## config.mk

```make
export PLATFORM = sky130hd
export DESIGN_NAME = stall_scoreboard
export DESIGN_NICKNAME = d
export VERILOG_FILES = /design/src/rtl/stall_pkg.sv /design/src/rtl/reg_lat_counter.sv /design/src/rtl/stall_scoreboard.sv
export SDC_FILE = /design/constraint.sdc
export NUM_CORES = 1
export LEC_CHECK = 0
export CAP_MARGIN = 30
export CORE_UTILIZATION = 65
export DETAILED_ROUTE_END_ITERATION = 10
export GPL_TIMING_DRIVEN = 0
export PLACE_DENSITY_LB_ADDON = 0.15
export SETUP_SLACK_MARGIN = 0.5
export SYNTH_ARGS = -nofsm -noshare
export SYNTH_HDL_FRONTEND = slang
export SYNTH_SLANG_ARGS = --single-unit
```

## constraint.sdc

```tcl
create_clock -name CLK -period 7.6 [get_ports CLK]
set_input_delay 0.76 -clock CLK [delete_from_list [all_inputs] [get_ports CLK]]
set_output_delay 0.76 -clock CLK [all_outputs]
set_load 0.02 [all_outputs]
```

## src/rtl/stall_pkg.sv

```systemverilog
// Shared definitions for the latency-scoreboard stall unit: default widths,
// stall-cause encodings and per-unit result latencies.
package stall_pkg;

   localparam int REG_ADDR_W_DEF = 5;
   localparam int LAT_W_DEF      = 3;

   typedef enum logic [1:0] {
      STALL_NONE = 2'b00,
      STALL_RS1  = 2'b01,
      STALL_RS2  = 2'b10,
      STALL_BOTH = 2'b11
   } stall_type_e;

   // Extra cycles after issue before the result can be forwarded
   localparam int LAT_ALU  = 0;
   localparam int LAT_LOAD = 1;
   localparam int LAT_MUL  = 3;

endpackage

```

## src/rtl/reg_lat_counter.sv

```systemverilog
// One register's countdown: cycles remaining until its pending result is
// forwardable. Saturates at zero; a new writer loads the larger of the two.
module reg_lat_counter #(
   parameter int LAT_W = 3
) (
   input  logic             i_clk,
   input  logic             i_rst,
   input  logic             i_load,
   input  logic [LAT_W-1:0] i_lat,
   output logic [LAT_W-1:0] o_cnt
);

   logic [LAT_W-1:0] r_cnt;
   logic [LAT_W-1:0] w_dec;
   logic [LAT_W-1:0] w_next;

   function automatic logic [LAT_W-1:0] sat_dec(input logic [LAT_W-1:0] v);
      return (v == '0) ? '0 : v - LAT_W'(1);
   endfunction

   function automatic logic [LAT_W-1:0] lat_max(input logic [LAT_W-1:0] a,
                                                input logic [LAT_W-1:0] b);
      return (a > b) ? a : b;
   endfunction

   assign w_dec  = sat_dec(r_cnt);
   // Keeping the max protects against a fast writer overtaking a slower one (WAW)
   assign w_next = i_load ? lat_max(w_dec, i_lat) : w_dec;

   always_ff @(posedge i_clk) begin
      if (i_rst) r_cnt <= '0;
      else       r_cnt <= w_next;
   end

   assign o_cnt = r_cnt;

endmodule

```

## src/rtl/stall_scoreboard.sv

```systemverilog
// Decode-stage stall unit built on a per-register latency scoreboard.
// Optional stall-cycle counter enabled by defining STALL_SCOREBOARD_PERF_EN.
module stall_scoreboard
   import stall_pkg::*;
#(
   parameter int NUM_REGS   = 32,
   parameter int REG_ADDR_W = REG_ADDR_W_DEF,
   parameter int LAT_W      = LAT_W_DEF
) (
   input  logic                  CLK,
   input  logic                  RESET,
   input  logic [REG_ADDR_W-1:0] DE_SRC1,
   input  logic [REG_ADDR_W-1:0] DE_SRC2,
   input  logic                  DE_SRC1_USED,
   input  logic                  DE_SRC2_USED,
   input  logic                  DE_VALID,
   input  logic                  DE_WE,
   input  logic [REG_ADDR_W-1:0] DE_RD,
   input  logic [LAT_W-1:0]      DE_LAT,
   input  logic                  FLUSH,
   output logic                  STALL_PROCESSOR,
   output logic [1:0]            TYPE,
   output logic                  BUSY,
   output logic [31:0]           STALL_COUNT
);

   logic [LAT_W-1:0] w_cnt [NUM_REGS];
   logic             w_h1;
   logic             w_h2;
   logic             w_stall;
   logic             w_issue;
   logic             w_busy;

   assign w_cnt[0] = '0;

   // Hazards use pre-update counts, so an instruction never stalls on its own rd
   assign w_h1 = DE_VALID & DE_SRC1_USED & (DE_SRC1 != '0) & (w_cnt[DE_SRC1] != '0);
   assign w_h2 = DE_VALID & DE_SRC2_USED & (DE_SRC2 != '0) & (w_cnt[DE_SRC2] != '0);
   assign w_stall = w_h1 | w_h2;

   assign w_issue = DE_VALID & DE_WE & (DE_RD != '0) & ~w_stall & ~FLUSH;

   for (genvar r = 1; r < NUM_REGS; r++) begin : g_reg
      logic w_load;
      assign w_load = w_issue & (DE_RD == REG_ADDR_W'(r));
      reg_lat_counter #(
         .LAT_W (LAT_W)
      ) u_cnt (
         .i_clk  (CLK),
         .i_rst  (RESET),
         .i_load (w_load),
         .i_lat  (DE_LAT),
         .o_cnt  (w_cnt[r])
      );
   end

   always_comb begin
      w_busy = 1'b0;
      for (int r = 1; r < NUM_REGS; r++) begin
         if (w_cnt[r] != '0) w_busy = 1'b1;
      end
   end

   assign STALL_PROCESSOR = w_stall;
   assign TYPE            = {w_h2, w_h1};
   assign BUSY            = w_busy;

`ifdef STALL_SCOREBOARD_PERF_EN
   logic [31:0] r_stall_count;

   always_ff @(posedge CLK) begin
      if (RESET)
         r_stall_count <= '0;
      else if (w_stall && (r_stall_count != 32'hFFFF_FFFF))
         r_stall_count <= r_stall_count + 32'd1;
   end

   assign STALL_COUNT = r_stall_count;
`else
   assign STALL_COUNT = 32'd0;
`endif

endmodule

```

==> summary.txt <==
Placed design
  • Gpl congestion: just over 1
  • Placed insts: about 1,200
  • Input/output buffers: 27
  • Detailed placement HPWL: approximately 18 mm

Clock tree
  • Total CTS buffers: 9
  • CTS max path bufs: 2
  • CTS root buf: clkbuf_16
  • H-tree depth: 3
  • Clock sinks: slightly above 90
  • Setup bufs post-CTS: 0
  • Hold buffers post-CTS: 0
  • Post_cts resized: 0
  • Clock Latency Late Sink: around 360 ps
  • Clk pin slew, worst setup/hold paths: roughly 70 ps
  • CTS tree: built

Power and ir drop
  • Clock Power Share: roughly 39%
  • Sw frac: about 30%
  • Pwr per Cell Area: around 120 nW/um2
  • Sw Pwr: ~340 uW
  • Leakage: approximately 4.3 nW
  • Comb pwr share: 17.2%
  • Sequential Power Share: between 40% and 50%
  • VDD IR max: around 0.00013 V
  • Pwr Total: around 1.1 mW
  • Int Pwr: between 700 and 800 uW

Timing
  • # setup viols final: 0
  • Max-slew violations: 0
  • Worst slew pin tran: between 900 and 1000 ps
  • Period Utilization, post-route: between 60 and 70%
  • Rel. slew slack: 34.65%
  • Setup TNS Final: 0 ps
  • Fmax: slightly below 200 MHz
  • RSZ-0062 raised after global routing: no
  • Hold_ws: ~620 ps
  • Final hold violation count: 0
  • Clk_skew: a little under 10 ps
  • Final min period: roughly 5200 ps

Synth
  • Post-Syn Area per Cell: slightly above 8 um2
  • Gate Count Post-Synth: between 1,000 and 1,500
  • Post-synth top flop: dfxtp_1
  • Post-synth EDFFs: 0
  • Yosys reg bits: 93
  • Ys async rst share: 0%
  • Post-synthesis sequential area ratio: between 20% and 30%
  • Yosys warning count: 0
  • Netlist cell types: 60
  • Post-Syn Area: a little over 8000 um2

Floorplanning
  • Die H: between 100 and 150 um
  • Cell Rows: 40
  • Die X: 114.1 um
  • Starting Density: 67.44%
  • I/O pin cnt: between 60 and 70
  • Die area: 13,020 um2
  • Core area: 12,110 um2

Global routing
  • GRT Util Overall: between 30% and 40%
  • Largest net degree at the start of global routing: 33
  • Initial antenna violation count: 0
  • GR Overflow Total: 0
  • Global-route wire length before repair: about 37 mm
  • Vias in the first global route: roughly 7,200

Hold path
  • HP Class: flop to flop

Detailed routing
  • Routed via count: 7,800
  • Residual DRC: 0
  • Drt total wl: 24.03 mm
  • DRT Pass-1 Iters: 5
  • Detail Route Antenna Nets: 0
  • Initial DRC count: between 700 and 800
  • Vias per std cell: roughly 6.3
  • Avg WL per Cell: roughly 19 um

Critical path
  • Critical path launch point type: input port
  • Crit path DAT: approximately 4400 ps
  • WS Path Type: input port to output port
  • CP top delay family: buffers and inverters
  • Critical Path Sink Type: output port
  • Slowest CP cell: clkdlybuf4s50_1
  • CP Max Fanout: 10
  • Crit-path max cell delay: 700 ps
  • CP bufs+invs: 6
  • Crit path cell chain: clkdlybuf4s50_1 > buf_4 > buf_2 > o41ai_1 > o32ai_1 > a2111oi_0 > nor4b_1 > nand2_2 > buf_2 > clkbuf_1 > nand2_1 > clkdlybuf4s50_1
  • Critical path required time: between 6000 and 7000 ps

Cells and area
  • Area Overhead vs Synth: 10.68%
  • Fill cells: 984
  • Largest register FFs: 93
  • Nets: about 1,200
  • Ant. Diodes: 0
  • Core Util, Final: roughly three quarters
  • Fin cells: roughly 1,200
  • Layout cells sized above 1: between 10% and 20%

Status
  • Outcome: completed

Run
  • Max-cap violation count: 0
[cell type report]
type | count | area, um2 | area share (%)
Multi-Input combinational cell | 825 | 5843 | 64.64
Clock inverter | 4 | 33.78 | 0.3737
Inverter | 44 | 165.2 | 1.827
Sequential cell | 93 | 1862 | 20.60
Timing Repair Buffer | 27 | 265.3 | 2.934
Tap cell | 168 | 210.2 | 2.325
Clock buffer | 12 | 246.5 | 2.727
Buffer | 70 | 414.1 | 4.581
[power groups by stage]
stage               Combinational, mW  Sequential, mW  Clock, mW
floorplan                       0.122           0.500          0
global placement                0.185           0.500          0
detailed placement              0.188           0.500          0
CTS                             0.189           0.489      0.445
global route                    0.208           0.489      0.461
finish                          0.194           0.489      0.444
[cell usage after synthesis (9+ instances only)]
| cell type | n | area [um2] |
|---|---|---|
| nor2_1 | 76 | 285.3 |
| mux2i_1 | 30 | 300.3 |
| nor3_1 | 53 | 265.3 |
| clkbuf_1 | 28 | 105.1 |
| and4_1 | 10 | 87.58 |
| a21oi_1 | 53 | 265.3 |
| nor4_1 | 14 | 87.58 |
| o21bai_1 | 14 | 105.1 |
| nand3_1 | 36 | 180.2 |
| buf_4 | 35 | 262.8 |
| mux2_4 | 10 | 150.1 |
| nor2b_1 | 35 | 219.0 |
| dfxtp_1 | 93 | 1862 |
| or2_2 | 19 | 118.9 |
| o21ai_0 | 12 | 60.06 |
| ha_1 | 105 | 1314 |
| a21o_1 | 24 | 180.2 |
| mux4_2 | 9 | 202.7 |
| inv_1 | 41 | 153.9 |
| a31oi_1 | 24 | 150.1 |
| nand2_1 | 137 | 514.2 |
| mux2_2 | 48 | 540.5 |
| a31o_1 | 10 | 87.58 |
[stage by stage]
| step | setup WS [ps] | instance area, um2 |
|---|---|---|
| after floorplan | 4254 | 8284 |
| after global routing | 2321 | 9040 |
| after CTS | 2584 | 9040 |
| final | 2425 | 9040 |
| after global placement | 2599 | 8765 |
| after detailed placement | 2597 | 8760 |
[layer usage]
metal / global-route usage [%] / wire length [um] / vias up
met2: 60.73 / 10680 / 433
li1: - / - / 3685
met4: 18.96 / 1116 / 0
met3: 9.264 / 2621 / 85
met5: 0 / 0 / -
met1: 48.03 / 9613 / 3597
[worst register-to-register path, stage by stage (launching register included)]
cell      delay [ps]
dfxtp_1          320
nor3_1           720
nor3b_1          110
or4_1            430
a311o_1          300
o211ai_2         150
clkbuf_1         530
nand3_1          320
mux2_2           370
[cell families after synthesis]
group	Yosys count	share of synthesized area (%)
fa+ha+maj	105	16.08
buf+inv	114	7.092
flops	93	22.79
mux	98	14.75
compound gates	168	13.62
other cells	1	0.04591
simple gates	422	25.61
[layout by cell type (no fill, tap or decap), types with 3 or more instances in the layout]
master	synthesis	final
nand4_1	6	6
and2_1	3	3
o21bai_1	14	14
mux2_2	48	48
nor4b_1	7	7
a211oi_1	3	3
nand2b_1	5	5
ha_1	105	105
clkbuf_16	0	9
or4_4	4	4
buf_2	4	5
conb_1	1	32
inv_1	41	39
or2_2	19	19
o21a_1	7	7
inv_2	3	5
clkdlybuf4s50_1	0	26
mux2_4	10	10
a2111oi_0	5	5
and3_1	3	3
clkinv_4	0	3
a21oi_1	53	53
nor2b_1	35	35
clkbuf_1	28	30
dfxtp_1	93	93
a31o_1	10	10
mux2i_1	30	30
nand3_1	36	36
mux4_2	9	9
nor3b_1	5	5
a21o_1	24	24
nand2_1	137	137
nor4_1	14	14
nor2_1	76	76
o21ai_0	12	12
a31oi_1	24	24
buf_4	35	35
nor3_1	53	53
and4_1	10	10
[final timing paths]
path,from,endpoint,slack [ps],depth (start not counted)
worst min register to register,g_reg[13].u_cnt.o_cnt[2],g_reg[13].u_cnt.o_cnt[2],620,3
worst min-delay path,g_reg[13].u_cnt.o_cnt[2],g_reg[13].u_cnt.o_cnt[2],620,3
worst max-delay path,DE_SRC2[1],STALL_PROCESSOR,2430,12
worst max register to register,g_reg[11].u_cnt.o_cnt[1],g_reg[28].u_cnt.o_cnt[0],4240,8
Note: power is estimated with default switching activity, not from simulation.
